[config.mk]
export PLATFORM = sky130hd
export DESIGN_NAME = decode_stage
export DESIGN_NICKNAME = d
export VERILOG_FILES = /design/src/rtl/decode_stage_pkg.sv /design/src/rtl/decode_stage_imm_gen.sv /design/src/rtl/decode_stage.sv
export SDC_FILE = /design/constraint.sdc
export NUM_CORES = 1
export LEC_CHECK = 0
export ABC_AREA = 0
export BUFFER_PORTS_ARGS = -buffer_cell sky130_fd_sc_hd__buf_2
export CAP_MARGIN = 10
export CORE_UTILIZATION = 40
export DETAILED_ROUTE_END_ITERATION = 8
export HOLD_SLACK_MARGIN = 0.12
export PLACE_DENSITY = 0.75
export SLEW_MARGIN = 20
export SYNTH_ARGS = -nofsm -noshare
export SYNTH_HDL_FRONTEND = slang
export SYNTH_HIERARCHICAL = 1
export SYNTH_SLANG_ARGS = --single-unit
[constraint.sdc]
create_clock -name i_clk -period 3.5 [get_ports i_clk]
set_clock_uncertainty 0.15 [all_clocks]
set_input_delay 0.175 -clock i_clk [delete_from_list [all_inputs] [get_ports i_clk]]
set_output_delay 0.175 -clock i_clk [all_outputs]
set_load 0.01 [all_outputs]
[src/rtl/decode_stage_pkg.sv]
// Decode stage shared types: opcode map, control encodings, immediate formats.
// Also holds the funct3 helper lookups used by the decoder.
package decode_stage_pkg;

  localparam int ILEN = 32;

  localparam logic [6:0] OPC_LUI    = 7'b0110111;
  localparam logic [6:0] OPC_AUIPC  = 7'b0010111;
  localparam logic [6:0] OPC_JAL    = 7'b1101111;
  localparam logic [6:0] OPC_JALR   = 7'b1100111;
  localparam logic [6:0] OPC_BRANCH = 7'b1100011;
  localparam logic [6:0] OPC_LOAD   = 7'b0000011;
  localparam logic [6:0] OPC_STORE  = 7'b0100011;
  localparam logic [6:0] OPC_OPIMM  = 7'b0010011;
  localparam logic [6:0] OPC_OP     = 7'b0110011;

  typedef enum logic [3:0] {
    ALU_OP_NONE,
    ALU_OP_ADD,
    ALU_OP_SUB,
    ALU_OP_SLL,
    ALU_OP_SLT,
    ALU_OP_SLTU,
    ALU_OP_XOR,
    ALU_OP_SRL,
    ALU_OP_SRA,
    ALU_OP_OR,
    ALU_OP_AND
  } alu_op_e;

  typedef enum logic [1:0] {
    SEL1_NONE,
    SEL1_RS1,
    SEL1_PC,
    SEL1_ZERO
  } alu_sel1_e;

  typedef enum logic [1:0] {
    SEL2_NONE,
    SEL2_RS2,
    SEL2_IMM,
    SEL2_FOUR
  } alu_sel2_e;

  typedef enum logic [2:0] {
    CMP_NONE,
    CMP_EQ,
    CMP_NE,
    CMP_LT,
    CMP_GE,
    CMP_LTU,
    CMP_GEU
  } cmp_op_e;

  typedef enum logic [1:0] {
    WB_NONE,
    WB_ALU,
    WB_MEM,
    WB_PC4
  } wb_sel_e;

  typedef enum logic [2:0] {
    IMM_NONE,
    IMM_I,
    IMM_S,
    IMM_B,
    IMM_U,
    IMM_J
  } imm_fmt_e;

  typedef struct packed {
    alu_op_e   alu_op;
    alu_sel1_e alu_sel1;
    alu_sel2_e alu_sel2;
    cmp_op_e   cmp_op;
    logic      branch;
    logic      jump;
    wb_sel_e   wb_sel;
    logic      wb_en;
    logic [1:0] lsu_size;
    logic      lsu_sign_ext;
    logic      lsu_we;
    logic      load;
    logic      illegal;
  } ctl_t;

  localparam ctl_t CTL_NONE = '0;

  // One row of the opcode table, including register-use columns.
  typedef struct packed {
    ctl_t     ctl;
    imm_fmt_e fmt;
    logic     uses_rs1;
    logic     uses_rs2;
  } dec_t;

  function automatic alu_op_e alu_from_f3(
    input logic [2:0] f3,
    input logic       alt
  );
    alu_op_e r;
    r = ALU_OP_NONE;
    case (f3)
      3'd0: r = alt ? ALU_OP_SUB : ALU_OP_ADD;
      3'd1: r = ALU_OP_SLL;
      3'd2: r = ALU_OP_SLT;
      3'd3: r = ALU_OP_SLTU;
      3'd4: r = ALU_OP_XOR;
      3'd5: r = alt ? ALU_OP_SRA : ALU_OP_SRL;
      3'd6: r = ALU_OP_OR;
      3'd7: r = ALU_OP_AND;
      default: r = ALU_OP_NONE;
    endcase
    return r;
  endfunction

  function automatic cmp_op_e cmp_from_f3(
    input logic [2:0] f3
  );
    cmp_op_e r;
    r = CMP_NONE;
    case (f3)
      3'd0: r = CMP_EQ;
      3'd1: r = CMP_NE;
      3'd4: r = CMP_LT;
      3'd5: r = CMP_GE;
      3'd6: r = CMP_LTU;
      3'd7: r = CMP_GEU;
      default: r = CMP_NONE;
    endcase
    return r;
  endfunction

endpackage

[src/rtl/decode_stage_imm_gen.sv]
// Immediate generator: picks the I/S/B/U/J bit layout and sign-extends to XLEN.
module decode_stage_imm_gen
  import decode_stage_pkg::*;
#(
  parameter int XLEN = 32
) (
  input  logic [31:7]     i_inst,
  input  imm_fmt_e        i_fmt,
  output logic [XLEN-1:0] o_imm
);

  logic signed [31:0] imm32;

  always_comb begin
    imm32 = '0;
    unique case (i_fmt)
      IMM_I: imm32 = {{20{i_inst[31]}}, i_inst[31:20]};
      IMM_S: imm32 = {{20{i_inst[31]}}, i_inst[31:25],
                      i_inst[11:7]};
      IMM_B: imm32 = {{19{i_inst[31]}}, i_inst[31],
                      i_inst[7], i_inst[30:25],
                      i_inst[11:8], 1'b0};
      IMM_U: imm32 = {i_inst[31:12], 12'b0};
      IMM_J: imm32 = {{11{i_inst[31]}}, i_inst[31],
                      i_inst[19:12], i_inst[20],
                      i_inst[30:21], 1'b0};
      default: imm32 = '0;
    endcase
  end

  assign o_imm = XLEN'(imm32);

endmodule

[src/rtl/decode_stage.sv]
// Registered decode stage between fetch and execute.
// Opcode table, load-use interlock, flush and stall counter.
module decode_stage
  import decode_stage_pkg::*;
#(
  parameter int XLEN           = 32,
  parameter int REG_AW         = 5,
  parameter int LOAD_USE_STALL = 1,
  parameter int CNT_W          = 16
) (
  input  logic              i_clk,
  input  logic              i_rst,
  input  logic              i_valid,
  output logic              o_ready,
  input  logic [31:0]       i_inst,
  input  logic [XLEN-1:0]   i_pc,
  input  logic              i_flush,
  output logic              o_valid,
  input  logic              i_ready,
  output logic [XLEN-1:0]   o_pc,
  output logic [REG_AW-1:0] o_rs1,
  output logic [REG_AW-1:0] o_rs2,
  output logic [REG_AW-1:0] o_rd,
  output logic [XLEN-1:0]   o_imm,
  output alu_op_e           o_alu_op,
  output alu_sel1_e         o_alu_sel1,
  output alu_sel2_e         o_alu_sel2,
  output cmp_op_e           o_cmp_op,
  output logic              o_branch,
  output logic              o_jump,
  output wb_sel_e           o_wb_sel,
  output logic              o_wb_en,
  output logic [1:0]        o_lsu_size,
  output logic              o_lsu_sign_ext,
  output logic              o_lsu_we,
  output logic              o_load,
  output logic              o_illegal,
  output logic [CNT_W-1:0]  o_stall_cnt
);

  logic [6:0] opc;
  logic [2:0] f3;
  logic [6:0] f7;
  logic       ok;
  dec_t       dec;

  logic [REG_AW-1:0] rs1_d;
  logic [REG_AW-1:0] rs2_d;
  logic [REG_AW-1:0] rd_d;
  logic [XLEN-1:0]   imm_d;

  logic              valid_q;
  ctl_t              ctl_q;
  logic [XLEN-1:0]   pc_q;
  logic [XLEN-1:0]   imm_q;
  logic [REG_AW-1:0] rs1_q;
  logic [REG_AW-1:0] rs2_q;
  logic [REG_AW-1:0] rd_q;
  logic [CNT_W-1:0]  cnt_q;

  logic adv;
  logic hazard;
  logic accept;
  logic hit1;
  logic hit2;

  assign opc   = i_inst[6:0];
  assign f3    = i_inst[14:12];
  assign f7    = i_inst[31:25];
  assign rs1_d = REG_AW'(i_inst[19:15]);
  assign rs2_d = REG_AW'(i_inst[24:20]);
  assign rd_d  = REG_AW'(i_inst[11:7]);

  always_comb begin
    dec = '0;
    ok  = 1'b0;
    unique case (1'b1)
      opc == OPC_LUI: begin
        ok               = 1'b1;
        dec.fmt          = IMM_U;
        dec.ctl.alu_op   = ALU_OP_ADD;
        dec.ctl.alu_sel1 = SEL1_ZERO;
        dec.ctl.alu_sel2 = SEL2_IMM;
        dec.ctl.wb_sel   = WB_ALU;
        dec.ctl.wb_en    = 1'b1;
      end
      opc == OPC_AUIPC: begin
        ok               = 1'b1;
        dec.fmt          = IMM_U;
        dec.ctl.alu_op   = ALU_OP_ADD;
        dec.ctl.alu_sel1 = SEL1_PC;
        dec.ctl.alu_sel2 = SEL2_IMM;
        dec.ctl.wb_sel   = WB_ALU;
        dec.ctl.wb_en    = 1'b1;
      end
      opc == OPC_JAL: begin
        ok               = 1'b1;
        dec.fmt          = IMM_J;
        dec.ctl.jump     = 1'b1;
        dec.ctl.alu_op   = ALU_OP_ADD;
        dec.ctl.alu_sel1 = SEL1_PC;
        dec.ctl.alu_sel2 = SEL2_IMM;
        dec.ctl.wb_sel   = WB_PC4;
        dec.ctl.wb_en    = 1'b1;
      end
      opc == OPC_JALR: begin
        ok               = (f3 == 3'd0);
        dec.fmt          = IMM_I;
        dec.uses_rs1     = 1'b1;
        dec.ctl.jump     = 1'b1;
        dec.ctl.alu_op   = ALU_OP_ADD;
        dec.ctl.alu_sel1 = SEL1_RS1;
        dec.ctl.alu_sel2 = SEL2_IMM;
        dec.ctl.wb_sel   = WB_PC4;
        dec.ctl.wb_en    = 1'b1;
      end
      opc == OPC_BRANCH: begin
        ok               = (f3 != 3'd2) && (f3 != 3'd3);
        dec.fmt          = IMM_B;
        dec.uses_rs1     = 1'b1;
        dec.uses_rs2     = 1'b1;
        dec.ctl.branch   = 1'b1;
        dec.ctl.cmp_op   = cmp_from_f3(f3);
        dec.ctl.alu_op   = ALU_OP_ADD;
        dec.ctl.alu_sel1 = SEL1_PC;
        dec.ctl.alu_sel2 = SEL2_IMM;
      end
      opc == OPC_LOAD: begin
        ok = (f3 != 3'd3) && (f3 != 3'd6) && (f3 != 3'd7);
        dec.fmt              = IMM_I;
        dec.uses_rs1         = 1'b1;
        dec.ctl.load         = 1'b1;
        dec.ctl.lsu_size     = f3[1:0];
        dec.ctl.lsu_sign_ext = !f3[2];
        dec.ctl.alu_op       = ALU_OP_ADD;
        dec.ctl.alu_sel1     = SEL1_RS1;
        dec.ctl.alu_sel2     = SEL2_IMM;
        dec.ctl.wb_sel       = WB_MEM;
        dec.ctl.wb_en        = 1'b1;
      end
      opc == OPC_STORE: begin
        ok               = (f3 < 3'd3);
        dec.fmt          = IMM_S;
        dec.uses_rs1     = 1'b1;
        dec.uses_rs2     = 1'b1;
        dec.ctl.lsu_we   = 1'b1;
        dec.ctl.lsu_size = f3[1:0];
        dec.ctl.alu_op   = ALU_OP_ADD;
        dec.ctl.alu_sel1 = SEL1_RS1;
        dec.ctl.alu_sel2 = SEL2_IMM;
      end
      opc == OPC_OPIMM: begin
        // funct7 is part of the immediate except for shifts
        if (f3 == 3'd1)
          ok = (f7 == 7'h00);
        else if (f3 == 3'd5)
          ok = (f7 == 7'h00) || (f7 == 7'h20);
        else
          ok = 1'b1;
        dec.fmt          = IMM_I;
        dec.uses_rs1     = 1'b1;
        dec.ctl.alu_op   = alu_from_f3(f3,
                             (f3 == 3'd5) && i_inst[30]);
        dec.ctl.alu_sel1 = SEL1_RS1;
        dec.ctl.alu_sel2 = SEL2_IMM;
        dec.ctl.wb_sel   = WB_ALU;
        dec.ctl.wb_en    = 1'b1;
      end
      opc == OPC_OP: begin
        ok = (f7 == 7'h00) ||
             ((f7 == 7'h20) &&
              ((f3 == 3'd0) || (f3 == 3'd5)));
        dec.fmt          = IMM_NONE;
        dec.uses_rs1     = 1'b1;
        dec.uses_rs2     = 1'b1;
        dec.ctl.alu_op   = alu_from_f3(f3, i_inst[30]);
        dec.ctl.alu_sel1 = SEL1_RS1;
        dec.ctl.alu_sel2 = SEL2_RS2;
        dec.ctl.wb_sel   = WB_ALU;
        dec.ctl.wb_en    = 1'b1;
      end
      default: ok = 1'b0;
    endcase
    if (!ok) begin
      dec             = '0;
      dec.ctl.illegal = 1'b1;
    end
  end

  decode_stage_imm_gen #(
    .XLEN (XLEN)
  ) u_imm_gen (
    .i_inst (i_inst[31:7]),
    .i_fmt  (dec.fmt),
    .o_imm  (imm_d)
  );

  assign hit1 = dec.uses_rs1 && (rs1_d == rd_q);
  assign hit2 = dec.uses_rs2 && (rs2_d == rd_q);

  assign adv    = !valid_q || i_ready;
  assign hazard = (LOAD_USE_STALL != 0) && valid_q &&
                  ctl_q.load && (rd_q != '0) &&
                  i_valid && (hit1 || hit2);
  assign o_ready = adv && !hazard && !i_flush;
  assign accept  = i_valid && o_ready;

  always_ff @(posedge i_clk or posedge i_rst) begin
    if (i_rst) begin
      valid_q <= 1'b0;
      ctl_q   <= CTL_NONE;
      pc_q    <= '0;
      imm_q   <= '0;
      rs1_q   <= '0;
      rs2_q   <= '0;
      rd_q    <= '0;
    end else if (i_flush) begin
      valid_q <= 1'b0;
      ctl_q   <= CTL_NONE;
    end else if (accept) begin
      valid_q <= 1'b1;
      ctl_q   <= dec.ctl;
      pc_q    <= i_pc;
      imm_q   <= imm_d;
      rs1_q   <= rs1_d;
      rs2_q   <= rs2_d;
      rd_q    <= rd_d;
    end else if (adv) begin
      valid_q <= 1'b0;
      ctl_q   <= CTL_NONE;
    end
  end

  always_ff @(posedge i_clk or posedge i_rst) begin
    if (i_rst)
      cnt_q <= '0;
    else if (hazard && (cnt_q != {CNT_W{1'b1}}))
      cnt_q <= cnt_q + CNT_W'(1);
  end

  assign o_valid        = valid_q;
  assign o_pc           = pc_q;
  assign o_imm          = imm_q;
  assign o_rs1          = rs1_q;
  assign o_rs2          = rs2_q;
  assign o_rd           = rd_q;
  assign o_alu_op       = ctl_q.alu_op;
  assign o_alu_sel1     = ctl_q.alu_sel1;
  assign o_alu_sel2     = ctl_q.alu_sel2;
  assign o_cmp_op       = ctl_q.cmp_op;
  assign o_branch       = ctl_q.branch;
  assign o_jump         = ctl_q.jump;
  assign o_wb_sel       = ctl_q.wb_sel;
  assign o_wb_en        = ctl_q.wb_en;
  assign o_lsu_size     = ctl_q.lsu_size;
  assign o_lsu_sign_ext = ctl_q.lsu_sign_ext;
  assign o_lsu_we       = ctl_q.lsu_we;
  assign o_load         = ctl_q.load;
  assign o_illegal      = ctl_q.illegal;
  assign o_stall_cnt    = cnt_q;

endmodule

Word-level counts from Yosys, hierarchy flattened

Index checks and enable logic that the tools add are counted.

Add/sub/neg operators: 1
Multipliers: 0
Div/mod/pow operators: 0
Magnitude comparators: 1
Equal/unequal tests: 29
Shift operators: 0
Mux-type cells: 29
Bitwise gates (word level): 1
Reductions and logical operators: 39

Operators by type and width:

| cell                                           | count |
|---|---|
| case mux 32 bit (5 select lines)               | 1 |
| 2-to-1 mux 22 bit                              | 3 |
| case mux 4 bit (8 select lines)                | 2 |
| case mux 8 bit (5 select lines)                | 1 |
| == test 7 x 6 -> 1 bit (second input constant) | 4 |
| 2-to-1 mux 27 bit                              | 1 |
| == test 7 bit (second input constant)          | 3 |
| == test 3 bit (second input constant)          | 6 |
| case mux 3 bit (6 select lines)                | 1 |
| adder 16 x 1 -> 16 bit (second input constant) | 1 |
| != test 16 bit (second input constant)         | 1 |
| logical AND 1 bit                              | 15 |
| case mux 3 bit (5 select lines)                | 1 |
| OR reduction 3 bit                             | 5 |
| == test 7 x 5 -> 1 bit (second input constant) | 2 |
| == test 3 x 2 -> 1 bit (second input constant) | 4 |
| 2-to-1 mux 4 bit                               | 3 |
| 2-to-1 mux 1 bit                               | 11 |
| == test 5 bit                                  | 2 |
| case mux 3 bit (3 select lines)                | 1 |
| == test 7 x 2 -> 1 bit (second input constant) | 1 |
| logical NOT 7 bit                              | 1 |
| case mux 1 bit (7 select lines)                | 1 |
| == test 3 x 1 -> 1 bit (second input constant) | 2 |
| 14 further kinds                               | 27 |

Bits in registers: 118
Latch bits: 0
RAM bits: 0
Memory bits (read-only): 0
Input bits: 69
Output and inout bits: 119
Logic and storage cells: 120
Memories: 0

Longest topological paths before layout

Gate-level depths: netlist of the first run.

Depth in word-level cells: 15
Gate-level depth with buffers: 12
Depth with buffers taken out: 9

Cells and area by module

The synthesis of the first run kept the hierarchy.

Modules (own cells, without submodules):

| module               | times used | cells an instance | area an instance (um^2) | sequential area each (um^2) |
|---|---|---|---|---|
| decode_stage         | 1          | 411               | 5280.1                  | 2952.8 |
| decode_stage_imm_gen | 1          | 66                | 390.4                   | 0.0 |

Worst setup path after synthesis of the first run

OpenSTA, ideal clock, no wires.

Kind: register to register
Start: register rd_q[0] (netlist: o_rd[0])
End: register imm_q[19] (netlist: o_imm[19])
Setup time: 0.125 ns
Data arrival time: 2.323 ns
Data required time: 3.225 ns
Setup slack: 0.902 ns
Cell stages (with the launch flop): 10
Path buffers: 3
Period minus slack after synthesis: 2.598 ns
Cells stage by stage: dfrtp_1 or4_1 o2111ai_1 a21oi_1 and2_1 buf_4 nor2_2 buf_6 buf_6 mux2_4

Longest elaborated chain between the ends: 9
Elaborated cells between the ends (all ways): 14
Classes of those cells: 2 x eq/ne; 12 x reduce/logical

RTL lines:

| item                                                  | RTL line                                                      | text |
|---|---|---|
| start: declaration                                    | decode_stage.sv:58                                            | `logic [REG_AW-1:0] rd_q;` |
| start signal: assignment                              | decode_stage.sv:227                                           | `rd_q <= rd_d;` |
| == test 5 bit (tied with other cells)                 | decode_stage.sv:198                                           | `assign hit1 = dec.uses_rs1 && (rs1_d == rd_q);` |
| logical AND 1 bit (on tied branches)                  | decode_stage.sv:198, decode_stage.sv:199, decode_stage.sv:203 |  |
| logical OR 1 bit or logical AND 1 bit (tied branches) | decode_stage.sv:204, decode_stage.sv:203                      |  |
| logical AND 1 bit *                                   | decode_stage.sv:204                                           | `i_valid && (hit1 \|\| hit2);` |
| logical NOT 1 bit *                                   | decode_stage.sv:205                                           | `assign o_ready = adv && !hazard && !i_flush;` |
| logical AND 1 bit * (2 in a row)                      | decode_stage.sv:205                                           |  |
| logical AND 1 bit *                                   | decode_stage.sv:206                                           | `assign accept = i_valid && o_ready;` |
| AND reduction 2 bit (no source line) *                | n/a                                                           |  |
| end signal: assignment                                | decode_stage.sv:224                                           | `imm_q <= imm_d;` |
| end: declaration                                      | decode_stage.sv:55                                            | `logic [XLEN-1:0] imm_q;` |

Every way passes the cells marked *; elsewhere a longest branch is shown, timed or not.
A chain may end at the register's enable or synchronous reset.

Final worst setup path of the first run

Start: input i_inst[26]
End: register ctl_q, in the netlist o_alu_sel1[1]

Longest elaborated chain between the ends: 15
Elaborated cells between the ends (all ways): 20
Classes of those cells: 1 x eq/ne; 6 x mux; 13 x reduce/logical

RTL lines:

| item                                                        | RTL line                                 | text |
|---|---|---|
| start: declaration                                          | decode_stage.sv:15                       | `input logic [31:0] i_inst,` |
| == test 7 x 6 -> 1 bit or logical NOT 7 bit (tied branches) | n/a                                      |  |
| logical OR 1 bit                                            | decode_stage.sv:157                      | `ok = (f7 == 7'h00) \|\| (f7 == 7'h20);` |
| 2-to-1 mux 1 bit                                            | decode_stage.sv:156                      | `else if (f3 == 3'd5)` |
| 2-to-1 mux 1 bit                                            | decode_stage.sv:154                      | `if (f3 == 3'd1)` |
| case mux 1 bit (7 select lines) *                           | decode_stage.sv:77                       | `unique case (1'b1)` |
| 2-to-1 mux 27 bit *                                         | decode_stage.sv:184                      | `if (!ok) begin` |
| logical AND 1 bit (on tied branches)                        | decode_stage.sv:198, decode_stage.sv:199 |  |
| logical OR 1 bit                                            | decode_stage.sv:204                      |  |
| logical AND 1 bit                                           | decode_stage.sv:204                      |  |
| logical NOT 1 bit                                           | decode_stage.sv:205                      |  |
| logical AND 1 bit (2 in a row)                              | decode_stage.sv:205                      |  |
| logical AND 1 bit                                           | decode_stage.sv:206                      |  |
| 2-to-1 mux 22 bit                                           | decode_stage.sv:220                      | `end else if (accept) begin` |
| 2-to-1 mux 22 bit                                           | decode_stage.sv:217                      | `end else if (i_flush) begin` |
| end signal: assignment                                      | decode_stage.sv:222                      | `ctl_q <= dec.ctl;` |
| end: declaration                                            | decode_stage.sv:53                       | `ctl_t ctl_q;` |

Marks and branches as above.

==> metrics.md, run 1 <==
| Metric | Value |
|---|---|
| Final Cycle Share | `0.936` |
| Global-route wire length before repair | `25500 um` |
| Least-Margin Pin Slew | `0.864 ns` |
| Detailed Routing Iterations Pass 1 | `4` |
| Post-synth EDFFs | `0` |
| Max-cap viol count | `0` |
| Mapped Area | `5670 um2` |
| Hold Crit Class | `in -> reg` |
| Hold Vio Cnt, Final | `0` |
| Fraction of registers with async set/reset | `1.00` |
| Clock sink total | `118` |
| CTS tree | `built` |
| RePlAce Congestion | `0.857` |
| Max Used Layer | `met4` |
| Met1 wire length | `6710 um` |
| Crit. End Element | `register` |
| Met3 Wirelength | `1070 um` |
| Total power | `4000 uW` |
| Final Critical Period | `3.28 ns` |
| Setup Fix Bufs, Post-CTS | `0` |
| Critical Path RT | `3.70 ns` |
| Cell Rows | `43` |
| H-tree levels | `4` |
| Crit-path slowest cell | `dlygate4sd3_1` |
| DR WL/cell | `17.4 um` |
| Total Routing Usage GR | `0.226` |
| Register area share after synthesis | `0.521` |
| CP Class | `in -> reg` |
| Outcome | `finished clean` |
| Arrival time of the worst setup path | `3.48 ns` |
| Vias in the first global route | `4965` |
| Worst-path fanout max | `9` |
| Post-synth top flop | `dfrtp_1` |
| Max clock buf depth | `2` |
| Post-Synthesis Cells | `477` |
| Die Height | `121 um` |
| Max-slew violations | `0` |
| Post-DRT Antenna Nets | `0` |
| Syn Area/Cell | `11.9 um2` |
| Final worst slack | `0.222 ns` |
| Max incr delay on CP | `0.59 ns` |
| Yosys warns | `6` |
| LEAKAGE | `0.00408 uW` |
| DRC | `0` |
| Via/cell ratio | `5.24` |
| CTS root buffer | `clkbuf_16` |
| Die X | `121 um` |
| Pin count of the biggest net entering global routing | `68` |
| Initial antenna violation count | `0` |
| Post-route design area | `8090 um2` |
| TritonCTS buffer count | `17` |
| Critical Path Source Type | `primary input` |
| Antenna Cells | `0` |
| Top Ports | `188` |
| Area grow syn2layout | `42.7%` |
| Initial Util | `0.409` |
| Via count | `4846` |
| VDD IR max | `0.382 mV` |
| Slew margin rel. | `0.423` |
| DR iter-0 viols | `217` |
| Met2 WL post-DR | `7990 um` |
| Post-synthesis net count | `547` |
| Max Freq | `305 MHz` |
| #FFs+latches synth | `118` |
| Die ar. | `14700 um2` |
| Final wirelength | `16100 um` |
| PD cells | `494 nW/um2` |
| Hpwl dp | `10700 um` |
| Worst path cell trace | `dlygate4sd3_1 -> buf_2 -> or4_1 -> o32ai_2 -> nand2_1 -> o2111ai_4 -> nor3b_2 -> nand4_1 -> dlygate4sd3_1 -> nand2_1` |
| Core outline area | `13900 um2` |
| Most frequent cells in the layout | `buf_2, dfrtp_1, dlygate4sd3_1` |
| Share of layout cells above drive strength 1 | `0.433` |
| Nets | `801` |
| Final setup violation count | `0` |
| DP Area | `6770 um2` |
| Most common cell after layout, fill and taps aside | `buf_2` |
| Placement Setup Slack | `0.116 ns` |
| Fin util | `0.583` |
| RSZ-0062 raised after global routing | `no` |
| Clock transition at path regs | `0.05 ns` |
| Global route overflow | `0` |
| Clock latency on the worst-skew pair | `0.42 ns` |
| Number of port buffers | `187` |
| Distinct cell type count after synthesis | `56` |
| Final setup TNS | `0 ns` |
==> area by class of cell <==
cell class                      instances  area, um2
Sequential cell                       118       2950
Fill cell                            1136       5790
Tap cell                              180        225
Inverter                                8       32.5
Clock inverter                         11        170
Multi-Input combinational cell        324       2540
Clock buffer                           21        480
Timing Repair Buffer                  262       1690
==> metal layers <==
layer,global-route usage,up-vias
li1,-,2214
met5,0,-
met4,0.0949,0
met3,0.0667,29
met1,0.281,2406
met2,0.365,197
==> state kept, by name (all words and copies together) (netlist names) <==
signal,flops
o_imm,32
o_pc,32
o_stall_cnt,16
o_rd,5
o_rs1,5
o_rs2,5
o_alu_op,4
o_cmp_op,3
o_alu_sel1,2
o_alu_sel2,2
o_lsu_size,2
o_wb_sel,2
o_branch,1
o_illegal,1
o_jump,1
o_load,1
o_lsu_sign_ext,1
o_lsu_we,1
o_valid,1
o_wb_en,1
==> repair_timing <==
action,CTS,global route
hold endpoints to repair,133,0
hold buffers,66,0
resized for setup,0,1
endpoints found under the setup margin,0,54
==> synthesized netlist by cell type (2+ instances only) <==
| library cell | n | share of area |
|---|---|---|
| nor2b_1 | 9 | 0.0099 |
| or3_1 | 2 | 0.0022 |
| a32o_1 | 3 | 0.0053 |
| a21oi_1 | 11 | 0.0097 |
| mux2_4 | 22 | 0.058 |
| a21o_1 | 10 | 0.013 |
| nand3b_1 | 2 | 0.0026 |
| nor2_1 | 16 | 0.011 |
| a311oi_1 | 2 | 0.0031 |
| dfrtp_1 | 118 | 0.52 |
| nor3_1 | 14 | 0.012 |
| o21ai_0 | 20 | 0.018 |
| o22a_1 | 3 | 0.0046 |
| nand4_1 | 5 | 0.0055 |
| a22o_1 | 14 | 0.022 |
| nand2b_1 | 2 | 0.0022 |
| mux2_2 | 58 | 0.12 |
| nor3b_2 | 3 | 0.0066 |
| buf_6 | 4 | 0.0079 |
| o21ai_1 | 3 | 0.0026 |
| buf_2 | 10 | 0.0088 |
| xor2_1 | 17 | 0.026 |
| a211oi_1 | 2 | 0.0026 |
| and2_1 | 8 | 0.0088 |
| o21a_1 | 3 | 0.0040 |
| clkbuf_1 | 11 | 0.0073 |
| xnor2_1 | 9 | 0.014 |
| nand2_1 | 42 | 0.028 |
| and3_1 | 2 | 0.0022 |
| nor4_1 | 6 | 0.0066 |
| inv_1 | 8 | 0.0053 |
| buf_4 | 3 | 0.0040 |
| or4_1 | 2 | 0.0026 |
| nand3_1 | 11 | 0.0097 |
==> metrics by stage <==
| stage | hold slack, ns | cells |
|---|---|---|
| after global routing | 0.175 | 924 |
| final | 0.152 | 924 |
| after CTS | 0.127 | 923 |
| after detailed placement | 0.172 | 825 |
| after global placement | 0.154 | 825 |
| after floorplan | 0.0914 | 477 |
==> critical path: cells and delay by family <==
| kind | cells | cell delay, ns |
|---|---|---|
| and+or+nand+nor | 5 | 1.49 |
| buffers and inverters | 3 | 1.28 |
| AOI/OAI and AO/OA | 2 | 0.54 |
==> where the power goes <==
| group | switching, uW | leakage (uW) | internal, uW |
|---|---|---|---|
| Combinational | 270 | 0.00224 | 288 |
| Sequential | 67.7 | 0.00152 | 1470 |
| Clock | 640 | 0.000312 | 1270 |
==> worst paths after layout <==
check,start,to,slack (ns),cells after the start
min reg2reg,o_alu_op[3],o_alu_op[3],0.32,2
min,i_inst[1],o_jump,0.15,4
max,i_inst[26],o_alu_sel1[1],0.22,10
max in group asynchronous,i_rst,o_imm[18],2.08,4
min in group asynchronous,i_rst,o_stall_cnt[0],0.28,3
max reg2reg,o_rd[3],o_pc[31],0.46,7
==> kinds of logic (layout without fill, tap and decap cells) <==
| group | Yosys count | in the layout | share of synthesized area |
|---|---|---|---|
| buffers and inverters | 36 | 302 | 0.0333 |
| AND/OR/NAND/NOR | 133 | 134 | 0.124 |
| AO/OA/AOI/OAI | 83 | 83 | 0.107 |
| XOR/XNOR | 26 | 26 | 0.0402 |
| adder cells (fa/ha/maj) | 1 | 1 | 0.00221 |
| flip-flops | 118 | 118 | 0.521 |
| multiplexers | 80 | 80 | 0.173 |
Note: power is estimated with default switching activity, not from simulation.
==> run 2: changes to the inputs <==
Settings changed: CORE_MARGIN set to 8.
==> run 2 against run 1 <==
Against the previous run: hold slack worse by 0.0090 ns; routed wire length up 3.3%; cell count down 0.11%; global-route usage down 4.0 points; setup slack better by 0.081 ns; critical path type unchanged; flip-flop and latch count unchanged; largest cell class unchanged; maximum frequency up 2.5%; non-clock buffer count down 2; via count down 3.8%; count of clock-buffer cells in the layout up 3; power down 5.2%.
==> metrics.md, run 2 (synthesis results as in run 1) <==
| Metric | Value |
|---|---|
| Outcome | `finished clean` |
| Worst-path fanout max | `9 (unchanged)` |
| LEAKAGE | `0.00404 uW (-0.82%)` |
| CP Class | `in -> reg` |
| FF/Latch Area | `2950 um2 (unchanged)` |
| Global route overflow | `0 (unchanged)` |
| Top Ports | `188 (unchanged)` |
| Crit. End Element | `register` |
| Via/cell ratio | `5.05 (-3.7%)` |
| Clock sink total | `118 (unchanged)` |
| Nets | `799 (-0.25%)` |
| Share of layout cells above drive strength 1 | `0.427 (-0.00557)` |
| Final wirelength | `16600 um (+3.3%)` |
| Most common cell after layout, fill and taps aside | `buf_2` |
| Detailed Routing Iterations Pass 1 | `5 (+1)` |
| Cell Rows | `43 (unchanged)` |
| Flop-to-flop setup slack | `0.57 ns (+0.11 ns)` |
| Die ar. | `18200 um2 (+24%)` |
| DRC | `0 (unchanged)` |
| Area grow syn2layout | `41.3%` |
| Clock transition at path regs | `0.05 ns (about the same)` |
| RePlAce Congestion | `0.851 (-0.76%)` |
| Hpwl dp | `11900 um (+11%)` |
| Hold Vio Cnt, Final | `0 (unchanged)` |
| Post-DRT Antenna Nets | `0 (unchanged)` |
| DR iter-0 viols | `247 (+14%)` |
| Hold Crit Class | `in -> reg` |
| Number of port buffers | `187 (unchanged)` |
| Hold slack | `0.143 ns (-0.00903 ns)` |
| Least-Margin Pin Slew | `0.827 ns (-0.0364 ns)` |
| R2R depth | `7 (unchanged)` |
| Total power | `3790 uW (-5.2%)` |
| Pin count of the biggest net entering global routing | `68 (unchanged)` |
| Max clock buf depth | `2 (unchanged)` |
| Vias in the first global route | `5054 (+1.8%)` |
| Final Critical Period | `3.20 ns (-0.0812 ns)` |
| Arrival time of the worst setup path | `3.33 ns (-0.15 ns)` |
| Critical Path End | `o_imm[5]` |
| Worst Setup SP | `i_inst[26]` |
| Clock latency on the worst-skew pair | `0.41 ns (about the same)` |
| Final setup violation count | `0 (unchanged)` |
| Critical Path RT | `3.64 ns (-0.06 ns)` |
| Core outline area | `13900 um2 (unchanged)` |
| Final Cycle Share | `0.913 (-0.0232)` |
| Footprint of the multi-input gates | `2540 um2 (-0.15%)` |
| PD cells | `473 nW/um2 (-4.3%)` |
| Reg-to-reg endpoint | `o_pc[15]` |
| Final setup TNS | `0 ns (unchanged)` |
| CTS root buffer | `clkbuf_16` |
| Die Height | `135 um (+12%)` |
| RSZ-0062 raised after global routing | `no` |
| TritonCTS buffer count | `17 (unchanged)` |
| Initial antenna violation count | `0 (unchanged)` |
| Max-cap viol count | `0 (unchanged)` |
| Post-CTS sizing | `0 (unchanged)` |
| Global-route wire length before repair | `26800 um (+5.3%)` |
| Fillers | `1171 (+3.1%)` |
| Max-slew violations | `0 (unchanged)` |
| Initial Util | `0.409 (unchanged)` |
| Max Freq | `313 MHz (+2.5%)` |
| CTS tree | `built` |
| VDD IR max | `0.325 mV (-15%)` |
| DR WL/cell | `18.0 um (+3.4%)` |
| Die X | `135 um (+12%)` |
| Most frequent cells in the layout | `buf_2, dfrtp_1, dlygate4sd3_1` |
| Setup Fix Bufs, Post-CTS | `0 (unchanged)` |
| H-tree levels | `4 (unchanged)` |
| Total Routing Usage GR | `0.186 (-0.0402)` |
| Via count | `4661 (-3.8%)` |
| Slew margin rel. | `0.448 (+0.0255)` |
| Worst r2r src | `o_rd[3]` |
| Critical Path Source Type | `primary input` |
run 2: layout make-up:
cell class                 count  area share
multi-input combinational    324       0.317
timing repair buffer         260       0.210
clock buffer                  24      0.0601
inverter                       8     0.00406
antenna                        1    0.000312
sequential                   118       0.369
clock inverter                 8      0.0120
tap                          180      0.0281
run 2: critical path, stage by stage:
cell and delay [ns]:
dlygate4sd3_1 0.54, buf_2 0.13, or4_1 0.56, o32ai_2 0.23, nand2_1 0.12, o2111ai_4 0.31
and3_1 0.40, nor2b_2 0.13, or2_1 0.30, and2_1 0.19, mux2_2 0.25
run 2: stage by stage:
step	setup slack [ns]	instances	util	area (um2)
2_1_floorplan	0.0459	477	-	5670
3_3_place_gp	0.395	825	0.489	6790
3_5_place_dp	0.311	825	0.489	6790
4_1_cts	0.223	921	0.577	8000
5_1_grt	0.0653	922	0.577	8010
6_report	0.303	923	0.577	8010
run 2: power breakdown:
group | switching [uW] | leakage (uW) | internal [uW]
clock | 595 | 0.000284 | 1100
combinational | 270 | 0.00224 | 286
sequential | 69.3 | 0.00152 | 1470
total | 935 | 0.00404 | 2860
run 2: per-layer routing:
layer | up-vias | part of all wire | track usage
met2 | 165 | 0.49 | 0.304
met4 | 0 | 0.0065 | 0.0506
met5 | - | 0 | 0
met3 | 8 | 0.093 | 0.0799
met1 | 2276 | 0.41 | 0.219
li1 | 2212 | - | -
run 2: worst min path at each step:
stage                     startpoint        end  slack, ns  cells past startpoint
final                      i_inst[1]     o_jump       0.14                      4
after global routing       i_inst[1]     o_jump       0.15                      4
after CTS                  i_inst[1]     o_jump       0.12                      4
after floorplan              i_flush  o_illegal       0.09                      1
after global placement         i_rst   o_pc[27]       0.23                      2
after detailed placement     i_flush  o_illegal       0.24                      2
run 2: timing repair:
action / 4_1_cts / 5_1_grt
hold endpoints to repair: 150 / 0
hold buffers: 64 / 0
setup endpoints to repair: 0 / 31
